[src/rtl/seq_shift_unit_pkg.sv]
// Shared types for the multi-cycle shift/rotate unit: ALU shift opcodes, FSM states
// and the opcode legality check.
package seq_shift_unit_pkg;

    typedef enum logic [4:0] {
        OP_SHR  = 5'b01000,
        OP_SHRA = 5'b01001,
        OP_SHL  = 5'b01010,
        OP_ROR  = 5'b01011,
        OP_ROL  = 5'b01100
    } shift_op_e;

    typedef enum logic [1:0] {
        ST_IDLE = 2'd0,
        ST_BUSY = 2'd1,
        ST_DONE = 2'd2
    } state_e;

    function automatic logic is_shift_op(input logic [4:0] op);
        logic legal;
        case (op)
            OP_SHR, OP_SHRA, OP_SHL, OP_ROR, OP_ROL: legal = 1'b1;
            default:                                 legal = 1'b0;
        endcase
        return legal;
    endfunction

endpackage

[src/rtl/seq_shift_unit_if.sv]
// Request/response bundle between the ALU sequencer (master) and the shift unit (slave).
interface seq_shift_unit_if #(
    parameter int WIDTH = 32,
    parameter int AMT_W = 5
);
    logic             start;
    logic [4:0]       op;
    logic [WIDTH-1:0] a;
    logic [AMT_W-1:0] amt;
    logic             busy;
    logic             done;
    logic             err;
    logic [WIDTH-1:0] result;

    modport master (output start, op, a, amt, input  busy, done, err, result);
    modport slave  (input  start, op, a, amt, output busy, done, err, result);
endinterface

[src/rtl/seq_shift_unit_shift_step.sv]
// Combinational single step: shifts/rotates acc by s (0..STEP) positions according to op.
module seq_shift_unit_shift_step
    import seq_shift_unit_pkg::*;
#(
    parameter int WIDTH = 32,
    parameter int STEP  = 4,
    parameter int SW    = $clog2(STEP + 1)
) (
    input  logic [WIDTH-1:0] acc_i,
    input  logic [4:0]       op_i,
    input  logic [SW-1:0]    s_i,
    output logic [WIDTH-1:0] acc_o
);

    logic [2*WIDTH-1:0] dbl_s;
    logic [2*WIDTH-1:0] ror_s;
    logic [2*WIDTH-1:0] rol_s;

    // Rotates are taken from a doubled operand so no shift ever reaches WIDTH.
    always_comb begin
        dbl_s = {acc_i, acc_i};
        ror_s = dbl_s >> s_i;
        rol_s = dbl_s << s_i;
        case (op_i)
            OP_SHR:  acc_o = acc_i >> s_i;
            OP_SHRA: acc_o = $unsigned($signed(acc_i) >>> s_i);
            OP_SHL:  acc_o = acc_i << s_i;
            OP_ROR:  acc_o = ror_s[WIDTH-1:0];
            OP_ROL:  acc_o = rol_s[2*WIDTH-1:WIDTH];
            default: acc_o = acc_i;
        endcase
    end

endmodule

[src/rtl/seq_shift_unit.sv]
// Multi-cycle shift/rotate unit: shifts at most STEP positions per clock with a
// start/busy/done handshake; result is held until the next completed operation.
module seq_shift_unit
    import seq_shift_unit_pkg::*;
#(
    parameter int WIDTH = 32,
    parameter int STEP  = 4,
    parameter int AMT_W = 5
) (
    input  logic            clk_i,
    input  logic            clear_i,
    seq_shift_unit_if.slave bus
);

    localparam int SW = $clog2(STEP + 1);
    localparam logic [AMT_W:0] STEP_W = (AMT_W + 1)'(STEP);

    state_e             state_q, state_d;
    logic [WIDTH-1:0]   acc_q, acc_d;
    logic [AMT_W-1:0]   rem_q, rem_d;
    logic [4:0]         opr_q, opr_d;
    logic [WIDTH-1:0]   result_q, result_d;
    logic               busy_q, busy_d;
    logic               done_q, done_d;
    logic               err_q, err_d;

    logic [AMT_W:0]     s_wide_s;
    logic [SW-1:0]      s_s;
    logic [WIDTH-1:0]   step_acc_s;
    logic               legal_s;

    // Step size for the current cycle: min(STEP, remaining count).
    always_comb begin
        if ({1'b0, rem_q} >= STEP_W) begin
            s_wide_s = STEP_W;
        end else begin
            s_wide_s = {1'b0, rem_q};
        end
        s_s = s_wide_s[SW-1:0];
    end

    seq_shift_unit_shift_step #(
        .WIDTH (WIDTH),
        .STEP  (STEP),
        .SW    (SW)
    ) u_step (
        .acc_i (acc_q),
        .op_i  (opr_q),
        .s_i   (s_s),
        .acc_o (step_acc_s)
    );

    assign legal_s = is_shift_op(bus.op);

    // Next-state, datapath and output-register logic.
    always_comb begin
        state_d  = state_q;
        acc_d    = acc_q;
        rem_d    = rem_q;
        opr_d    = opr_q;
        result_d = result_q;
        done_d   = 1'b0;
        err_d    = 1'b0;
        case (state_q)
            ST_IDLE, ST_DONE: begin
                if (bus.start) begin
                    acc_d = bus.a;
                    rem_d = bus.amt;
                    opr_d = bus.op;
                    // Zero count and illegal ops finish immediately with the operand unchanged.
                    if ((bus.amt == {AMT_W{1'b0}}) || !legal_s) begin
                        state_d  = ST_DONE;
                        result_d = bus.a;
                        done_d   = 1'b1;
                        err_d    = !legal_s;
                    end else begin
                        state_d = ST_BUSY;
                    end
                end else begin
                    state_d = ST_IDLE;
                end
            end
            ST_BUSY: begin
                acc_d = step_acc_s;
                rem_d = rem_q - s_wide_s[AMT_W-1:0];
                if (rem_d == {AMT_W{1'b0}}) begin
                    state_d  = ST_DONE;
                    result_d = step_acc_s;
                    done_d   = 1'b1;
                end else begin
                    state_d = ST_BUSY;
                end
            end
            default: begin
                state_d = ST_IDLE;
            end
        endcase
        busy_d = (state_d == ST_BUSY);
    end

    // State and output registers; Clear aborts any operation in flight.
    always_ff @(posedge clk_i) begin
        if (clear_i) begin
            state_q  <= ST_IDLE;
            acc_q    <= {WIDTH{1'b0}};
            rem_q    <= {AMT_W{1'b0}};
            opr_q    <= 5'b00000;
            result_q <= {WIDTH{1'b0}};
            busy_q   <= 1'b0;
            done_q   <= 1'b0;
            err_q    <= 1'b0;
        end else begin
            state_q  <= state_d;
            acc_q    <= acc_d;
            rem_q    <= rem_d;
            opr_q    <= opr_d;
            result_q <= result_d;
            busy_q   <= busy_d;
            done_q   <= done_d;
            err_q    <= err_d;
        end
    end

    assign bus.busy   = busy_q;
    assign bus.done   = done_q;
    assign bus.err    = err_q;
    assign bus.result = result_q;

endmodule

[src/flat_wrapper.sv]
// flat-port wrapper written by rule: the top's interface ports become plain ports
module seq_shift_unit_flat import seq_shift_unit_pkg::*;
#(
    parameter int WIDTH = 32,
    parameter int STEP  = 4,
    parameter int AMT_W = 5
)
  (clk_i, clear_i, bus_start, bus_op, bus_a, bus_amt, bus_busy, bus_done, bus_err, bus_result);
  seq_shift_unit_if #(.WIDTH(WIDTH), .AMT_W(AMT_W)) bus_i ();
  input  logic clk_i;
  input  logic clear_i;
  input wire logic [$bits(bus_i.start)-1:0] bus_start;
  input wire logic [$bits(bus_i.op)-1:0] bus_op;
  input wire logic [$bits(bus_i.a)-1:0] bus_a;
  input wire logic [$bits(bus_i.amt)-1:0] bus_amt;
  output wire logic [$bits(bus_i.busy)-1:0] bus_busy;
  output wire logic [$bits(bus_i.done)-1:0] bus_done;
  output wire logic [$bits(bus_i.err)-1:0] bus_err;
  output wire logic [$bits(bus_i.result)-1:0] bus_result;
  assign bus_i.start = bus_start;
  assign bus_i.op = bus_op;
  assign bus_i.a = bus_a;
  assign bus_i.amt = bus_amt;
  assign bus_busy = bus_i.busy;
  assign bus_done = bus_i.done;
  assign bus_err = bus_i.err;
  assign bus_result = bus_i.result;
  seq_shift_unit #(.WIDTH(WIDTH), .STEP(STEP), .AMT_W(AMT_W)) u_core (.clk_i(clk_i), .clear_i(clear_i), .bus(bus_i));
endmodule
[config.mk]
export PLATFORM = sky130hd
export DESIGN_NAME = seq_shift_unit_flat
export DESIGN_NICKNAME = d
export VERILOG_FILES = /design/src/rtl/seq_shift_unit_pkg.sv /design/src/rtl/seq_shift_unit_if.sv /design/src/rtl/seq_shift_unit_shift_step.sv /design/src/rtl/seq_shift_unit.sv /design/src/flat_wrapper.sv
export SDC_FILE = /design/constraint.sdc
export NUM_CORES = 1
export LEC_CHECK = 0
export ABC_CLOCK_PERIOD_IN_PS = 3600
export CAP_MARGIN = 15
export CORE_MARGIN = 2
export CORE_UTILIZATION = 40
export DETAILED_ROUTE_END_ITERATION = 12
export SYNTH_ARGS = -nofsm -noshare
export SYNTH_HDL_FRONTEND = slang
export SYNTH_SLANG_ARGS = --single-unit
export TNS_END_PERCENT = 10
[constraint.sdc]
create_clock -name clk_i -period 3.6 [get_ports clk_i]
set_input_delay 0.72 -clock clk_i [delete_from_list [all_inputs] [get_ports clk_i]]
set_output_delay 0.72 -clock clk_i [all_outputs]
set_load 0.03 [all_outputs]
## Word-level counts from Yosys, hierarchy flattened

Cells that the tools add are included.

- Flip-flop bits (word level): 79
- Output and inout port bits: 35
- Word-level logic and storage cells: 65

- Add/sub/neg operators: 1
- Magnitude comparators: 1
- Equal/unequal tests: 16
- Shift-type cells: 5
- Mux-type cells: 19
- Bitwise operators: 3
- Reductions and logical operators: 12

Operator list:

| cell | count |
|---|---|
| $pmux 32 s5 | 1 |
| $mux 32 | 4 |
| $pmux 32 s2 | 2 |
| $shl 64x3->64 | 1 |
| $shr 64x3->32 | 1 |
| $eq 5x4->1 const B | 10 |
| $shl 32x3->32 | 1 |
| $shr 32x3->32 | 1 |
| $sshr 32x3->32 | 1 |
| $logic_not 5->1 | 2 |
| $mux 5 | 2 |
| $pmux 5 s2 | 1 |
| $mux 2 | 3 |
| $ge 5x3->1 const B | 1 |
| $reduce_or 5->1 | 1 |
| $sub 5x5->5 | 1 |
| $eq 2x1->1 const B | 2 |
| $mux 1 | 4 |
| $ne 2x1->1 const B | 2 |
| $pmux 2 s2 | 1 |
| $reduce_and 2->1 | 2 |
| $reduce_and 4->1 | 1 |
| $reduce_or 4->1 | 1 |
| $not 1->1 | 3 |
| 8 further kinds | 8 |

## Depth between registers and ports, before layout

Gate-level depths: netlist of run 1.

- Depth after elaboration: 9
- Gate-level depth with buffers: 14
- Gate-level depth less buffers: 9

## By module

From an unflattened synthesis of run 1, not the netlist that was laid out.

- Cells, all modules: 834
- Area, all modules: 6620.1 um^2

Modules (own cells, without submodules):

| module | instances | cells each | area each (um^2) | seq. area each (um^2) |
|---|---|---|---|---|
| seq_shift_unit | 1 | 420 | 3459.6 | 1561.5 |
| seq_shift_unit_shift_step | 1 | 414 | 3160.5 | 0.0 |

## Least setup slack after synthesis of run 1

No wires, ideal clock.

- Path type: register to register
- From: register u_core.rem_q[2]
- To: register u_core.result_q[16], in the netlist u_core.bus.result[16]
- Arrival: 2874 ps
- Setup slack: 599 ps
- Cell stages (with the launch flop): 15
- Buffers on the path: 5
- Period minus slack after synthesis: 3001 ps
- Cell sequence: dfxtp_1 buf_2 or3_1 buf_2 buf_2 nand2_1 ha_1 or3_1 a21oi_1 nor3_1 a211o_1 buf_2 buf_1 o21ai_0 a21oi_1

- Cells in the longest elaborated chain, start to end: 6
- Elaborated cells between the ends (all ways): 14
- Those cells by class: add/sub (1); order compare (1); eq/ne (1); shift (5); mux (4); reduce/logical (2)

Ends and longest elaborated chain:

| element | RTL line | source |
|---|---|---|
| start: declaration | seq_shift_unit.sv:20 | `logic [AMT_W-1:0] rem_q, rem_d;` |
| start signal: assignment | seq_shift_unit.sv:106 | `rem_q <= {AMT_W{1'b0}};` |
| start signal: assignment | seq_shift_unit.sv:115 | `rem_q <= rem_d;` |
| $ge 5x3->1 | seq_shift_unit.sv:34 | `if ({1'b0, rem_q} >= STEP_W) begin` |
| $mux 5 | seq_shift_unit.sv:34 |  |
| $sub 5x5->5, or another cell as far along | seq_shift_unit.sv:85 | `rem_d = rem_q - s_wide_s[AMT_W-1:0];` |
| $logic_not 5->1 or $pmux 32 s5 (tied branches) | seq_shift_unit.sv:86, seq_shift_unit_shift_step.sv:24 |  |
| $ne 2x1->1 (no source line) or $mux 32 (tied branches) | - |  |
| $reduce_and 4->1 (no source line) or $pmux 32 s2 (tied branches) | - |  |
| end signal: assignment | seq_shift_unit.sv:108 | `result_q <= {WIDTH{1'b0}};` |
| end signal: assignment | seq_shift_unit.sv:117 | `result_q <= result_d;` |
| end: declaration | seq_shift_unit.sv:22 | `logic [WIDTH-1:0] result_q, result_d;` |

Parallel ways exist; a longest one is shown, timed or not. The select of a mux whose other input is x is not followed.
A chain may end at the register's enable or synchronous reset.

## Final worst setup path of run 1

- From: register u_core.rem_q[2]
- To: register u_core.result_q[10], in the netlist u_core.bus.result[10]

Same word-level chain as after synthesis.

==> results of run 1 <==
[report_power, final]
group	total, mW	leakage, nW	switching (mW)	internal (mW)
Sequential	1.08	0.646	0.143	0.935
Clock	0.950	0.136	0.407	0.543
Combinational	0.854	1.85	0.508	0.346
[flip-flops by register name, summed over array words and instances (netlist names)]
signal / flops
u_core.bus.busy: 1
u_core.bus.result: 32
u_core.opr_q: 5
u_core.state_q: 2
u_core.bus.err: 1
u_core.rem_q: 5
u_core.acc_q: 32
[metal layers]
layer | up-vias | GRT usage [%] | wire length [um]
li1 | 3336 | - | -
met1 | 3446 | 44.5 | 11300
met2 | 486 | 40.6 | 10300
met3 | 63 | 7.39 | 3070
met4 | 0 | 10.8 | 786
met5 | - | 0 | 0
[worst max-delay path: cells and delay by family (launching register included)]
kind / cells / cell delay (ns)
AOI/OAI and AO/OA: 4 / 0.86
adders and majority gates: 1 / 0.28
buffers and inverters: 1 / 0.30
DFF: 1 / 0.71
muxes: 1 / 0.12
and+or+nand+nor: 3 / 0.69
[worst paths after layout]
check	from	to	slack (ns)	depth (start not counted)
max	u_core.rem_q[2]$_SDFFE_PP0P_	u_core.bus.result[10]$_SDFFE_PP0P_	0.52	10
min	u_core.bus.result[4]$_SDFFE_PP0P_	u_core.bus.result[4]$_SDFFE_PP0P_	0.46	2
max reg2reg	u_core.rem_q[2]$_SDFFE_PP0P_	u_core.bus.result[10]$_SDFFE_PP0P_	0.52	10
min reg2reg	u_core.bus.result[4]$_SDFFE_PP0P_	u_core.bus.result[4]$_SDFFE_PP0P_	0.46	2
[cell usage in the layout, fill, tap and decap left out, drive strengths merged, types with 30 or more instances in the layout]
master,instances
a211oi,30
a21oi,90
buf,37
clkdlybuf4s50,78
dfxtp,78
mux2i,53
nand2,137
nand3,36
nor2,56
o21ai,79
[layout make-up]
class	count	area (sq um)
Clock inverter	6	70.1
Fill cell	1591	8170
Timing Repair Buffer	115	1080
Multi-Input combinational cell	690	4410
Clock buffer	10	229
Inverter	8	30.0
Sequential cell	78	1560
Tap cell	216	270
[through the flow]
stage / power [mW] / hold slack, ns
detailed placement: 1.92 / 0.449
global placement: 1.92 / 0.447
global route: 3.00 / 0.472
CTS: 2.86 / 0.461
floorplan: 1.61 / 0.467
finish: 2.88 / 0.460
[logic make-up (layout without fill, tap and decap cells)]
family                   after synthesis  in the layout  synth area share [%]
XOR/XNOR                               2              2                 0.271
AND/OR/NAND/NOR                      293            293                  21.1
other                                  1              1                0.0581
buffers and inverters                117            139                  7.92
flip-flops                            78             78                  24.2
multiplexers                          68             68                  12.7
AO/OA/AOI/OAI                        325            325                  33.5
adder cells (fa/ha/maj)                1              1                 0.194
==> run summary, run 1 <==
Status -> complete, no violations
Worst-path fanout max -> 26
Yosys warning count -> 0
Placer Congestion -> 0.960
Grt ovf -> 0
Vias in the first global route -> 6536
CTS tree -> done
Peak supply drop -> 0.000269 V
Skew-Pair Late Insertion Delay -> 0.36 ns
Final Util -> 48.4%
Cell Area, Synth -> 6460 sq um
Post-synth top area share -> 24.2%
Area Overhead vs Synth -> 18.6%
Total GRT Usage -> 29.7%
Synthesized instance count -> 885
Crit. End Element -> register
DRT Wirelength -> 25.4 mm
First-pass GRT wire length -> 39.1 mm
Worst Path Required -> 3.85 ns
Max-cap violations -> 0
Root Driver -> clkbuf_16
Cell with the most instances after synthesis -> nand2_1
Std-Cell Rows -> 46
CTS Buf Count -> 9
Slowest cell on crit path -> dfxtp_1
Ys async rst share -> 0%
Crit Path Category -> register to register
Sequential area share after synthesis -> 24.2%
Most frequent cells after synthesis -> 137 x nand2_1, 90 x a21oi_1, 78 x dfxtp_1
H-tree depth -> 3
Drt first pass iters -> 7
Post-synth EDFFs -> 0
Post-Layout Inst Area -> 7660 sq um
Initial DRC count -> 1110
Hold Vio Cnt, Final -> 0
Slew margin rel. -> 48.4%
Die width -> 131 um
Initial antenna violation count -> 0
Crit path arrival time -> 3.33 ns
Leading area contributor after synthesis -> dfxtp_1
Netlist cell types -> 73
Non-Filler Instances -> 1123
Clock Path Buffers -> 2
Die footprint -> 17200 sq um
Largest net degree at the start of global routing -> 50
Mean Syn Cell Area -> 7.30 sq um
Post-DP Area -> 7360 sq um
RSZ-0062 raised after global routing -> false
Nets@finish -> 948
CTS Hold Buffers Added -> 0
Cell count after placement -> 1107
Part of the cycle the worst path needs -> 85.5%
Vias post-DR -> 7331
Main area contributors after synthesis -> dfxtp_1 24%, mux2i_1 8.2%, nand2_1 8.0%, a21oi_1 7.0%, clkbuf_1 4.1%
Final Worst Setup Slack -> 0.520 ns
Setup TNS -> 0 ns
Final ANT Viol Nets -> 0
Setup Skew -> 0.00998 ns
Core area -> 15800 sq um
Critical-path cell list -> or3_1, nand2_1, ha_1, o32ai_1, a21oi_1, nor3_1, a211o_1, buf_4, mux2i_1, a311oi_1
Post-Place Worst Slack -> 0.563 ns
Share of cells above drive strength 1 -> 9.37%
Drt via density -> 6.53
Critical Path Max Stage Delay -> 0.71 ns
Yosys reg bits -> 78
PortBufs -> 79
Die H -> 131 um
Antenna Cells -> 0
Starting Density -> 40.8%
Post-cts repair resize count -> 0
Lkg Pwr -> 2.63 nW
Minimum clock period -> 3.08 ns
Routed WL per cell -> 22.7 um
PD cells -> 376 nW/um^2
Post-synth top flop -> dfxtp_1
Worst Tran Pin Value -> 0.775 ns
Synth Net Count -> 931
Boundary Pins -> 80
Postcts setup bufs -> 0
Crit start category -> register
Clk sinks -> 78
Finish-stage setup viols -> 0
Highest clock rate -> 325 MHz
Final Max Tran Viols -> 0
Post-detail-place hpwl -> 17.3 mm
DRC errors left -> 0
Clock-pin slew on the worst setup and hold paths -> 0.06 ns
Min-Delay Path Class -> register to register
(Power assumes the default switching activity.)
==> run 2, diff against run 1 <==
--- a/config.mk
+++ b/config.mk
@@ -5,10 +5,11 @@
 export SDC_FILE = /design/constraint.sdc
 export NUM_CORES = 1
 export LEC_CHECK = 0
-export ABC_CLOCK_PERIOD_IN_PS = 3600
+export ABC_CLOCK_PERIOD_IN_PS = 3120
 export CAP_MARGIN = 15
 export CORE_MARGIN = 2
 export CORE_UTILIZATION = 40
+export CTS_CLUSTER_DIAMETER = 200
 export DETAILED_ROUTE_END_ITERATION = 12
 export SYNTH_ARGS = -nofsm -noshare
 export SYNTH_HDL_FRONTEND = slang
==> constraint.sdc (replaced) <==
create_clock -name clk_i -period 3.12 [get_ports clk_i]
set_input_delay 0.624 -clock clk_i [delete_from_list [all_inputs] [get_ports clk_i]]
set_output_delay 0.624 -clock clk_i [all_outputs]
set_load 0.03 [all_outputs]
==> run summary, run 2 (synthesis results as in run 1) <==
Part of the cycle the worst path needs -> 87.2% (+1.7 points)
Crit-path most repeated cell -> nor2_1
Slew margin rel. -> 51.9% (+3.6 points)
Worst-path fanout max -> 42 (+62%)
Hold Vio Cnt, Final -> 0 (unchanged)
Post-detail-place hpwl -> 16.5 mm (-4.6%)
Starting Density -> 40.8% (unchanged)
Die footprint -> 17200 sq um (unchanged)
PortBufs -> 79 (unchanged)
Critical-path cell list -> buf_4, or4b_2, buf_12, mux4_2, a222oi_1, nor2_1, nor2_1, a211oi_1
Min-Delay Path Class -> register to register
Boundary Pins -> 80 (unchanged)
Setup TNS -> 0 ns (unchanged)
FF/Latch Area -> 1560 sq um (unchanged)
Slowest cell on crit path -> or4b_2
Std-Cell Rows -> 46 (unchanged)
Area of the multi-input gates -> 4410 sq um (unchanged)
Die width -> 131 um (unchanged)
Finish-stage setup viols -> 0 (unchanged)
Root Driver -> clkbuf_16
Crit-path leading delay family -> simple AND/OR/NAND/NOR gates
Clk sinks -> 78 (unchanged)
Placer Congestion -> 0.937 (-2.4%)
Critical Path Max Stage Delay -> 0.72 ns (about the same)
Vias in the first global route -> 6512 (-0.37%)
Drt first pass iters -> 6 (-1)
Peak supply drop -> 0.000262 V (-2.6%)
Total power -> 3.43 mW (+19%)
Critical path buffer and inverter count -> 2 (+1)
Initial DRC count -> 1146 (+3.2%)
# fillers -> 1564 (-1.7%)
Clock Path Buffers -> 2 (unchanged)
Worst Tran Pin Value -> 0.720 ns (-0.0546 ns)
Minimum clock period -> 2.72 ns (-0.358 ns)
DRT Wirelength -> 24.8 mm (-2.7%)
Drt via density -> 6.46 (-1.1%)
CTS Hold Buffers Added -> 0 (unchanged)
Worst Path Required -> 3.33 ns (-0.52 ns)
Total GRT Usage -> 29.1% (-0.51 points)
Routed WL per cell -> 22.0 um (-2.8%)
RSZ-0062 raised after global routing -> false
Postcts setup bufs -> 0 (unchanged)
Crit Path Category -> register to register
First-pass GRT wire length -> 38.5 mm (-1.7%)
Largest net degree at the start of global routing -> 60 (+20%)
Setup Skew -> 0.00445 ns (-0.00553 ns)
Commonest non-fill, non-tap cells in the layout -> 137 x nand2_1, 90 x a21oi_1, 78 x clkdlybuf4s50_1, 78 x dfxtp_1, 56 x nor2_1
Final Max Tran Viols -> 0 (unchanged)
Antenna Cells -> 0 (unchanged)
Crit start category -> register
Lkg Pwr -> 2.68 nW (+1.8%)
Highest clock rate -> 367 MHz (+13%)
DRC errors left -> 0 (unchanged)
Status -> complete, no violations
Die H -> 131 um (unchanged)
Crit. End Element -> register
Initial antenna violation count -> 0 (unchanged)
H-tree depth -> 3 (unchanged)
CTS tree -> done
Clock-pin slew on the worst setup and hold paths -> 0.06 ns (about the same)
Grt ovf -> 0 (unchanged)
Min Hold Slack -> 0.460 ns (-0.000531 ns)
Max-cap violations -> 0 (unchanged)
CTS Buf Count -> 9 (unchanged)
Nets@finish -> 949 (+0.11%)
Area Overhead vs Synth -> 20.0%
Final ANT Viol Nets -> 0 (unchanged)
Share of cells above drive strength 1 -> 9.58% (+0.21 points)
Core area -> 15800 sq um (unchanged)
Final Util -> 48.9% (+0.57 points)
Skew-Pair Late Insertion Delay -> 0.35 ns (about the same)
Post-cts repair resize count -> 0 (unchanged)
Vias post-DR -> 7258 (-1.0%)
Crit path arrival time -> 2.93 ns (-0.40 ns)
PD cells -> 443 nW/um^2 (+18%)
Most common cell after layout, fill and taps aside -> nand2_1
==> run 2: cell count changes in the layout (fill, tap and decap cells not counted), sizes merged <==
cell	before	now
buf	37	38
bufinv	1	2
clkinvlp	3	2
==> run 2: worst register-to-register path: cells and delay by family (launching register included) <==
| kind | cells | cell delay [ns] |
|---|---|---|
| buf+inv | 2 | 0.41 |
| compound gates | 2 | 0.42 |
| simple gates | 3 | 0.97 |
| flops | 1 | 0.31 |
| mux | 1 | 0.48 |
==> run 2: area by class of cell <==
class,count,area share (%)
Clock inverter,6,1.20
Timing Repair Buffer,116,14.7
Tap cell,216,3.49
Clock buffer,10,3.09
Inverter,8,0.388
Multi-Input combinational cell,690,57.0
Sequential cell,78,20.2
==> run 2: final timing paths <==
path | startpoint | slack [ns] | to | cells past startpoint
setup / recovery | u_core.rem_q[2]$_SDFFE_PP0P_ | 0.40 | u_core.acc_q[5]$_SDFFE_PP0P_ | 8
setup reg to reg | u_core.rem_q[2]$_SDFFE_PP0P_ | 0.40 | u_core.acc_q[5]$_SDFFE_PP0P_ | 8
hold reg to reg | u_core.bus.result[4]$_SDFFE_PP0P_ | 0.46 | u_core.bus.result[4]$_SDFFE_PP0P_ | 2
hold / removal | u_core.bus.result[4]$_SDFFE_PP0P_ | 0.46 | u_core.bus.result[4]$_SDFFE_PP0P_ | 2
==> run 2: metrics by stage <==
step | instances | setup slack (ns) | area (sq um)
after detailed placement | 1108 | 0.441 | 7410
after global placement | 1108 | 0.480 | 7410
after global routing | 1124 | 0.244 | 7750
after CTS | 1124 | 0.437 | 7750
after floorplan | 885 | 0.119 | 6460
final | 1124 | 0.398 | 7750
==> run 2: layer usage <==
layer | routed length, um | global-route usage [%] | vias up
li1 | - | - | 3338
met1 | 11300 | 44.3 | 3425
met2 | 10100 | 39.4 | 444
met3 | 2810 | 7.43 | 51
met4 | 558 | 9.76 | 0
met5 | 0 | 0 | -
==> run 2: power by group <==
part	internal, mW	switching, mW	total (mW)
logic	0.408	0.596	1.00
registers	1.08	0.149	1.23
clock network	0.729	0.468	1.20
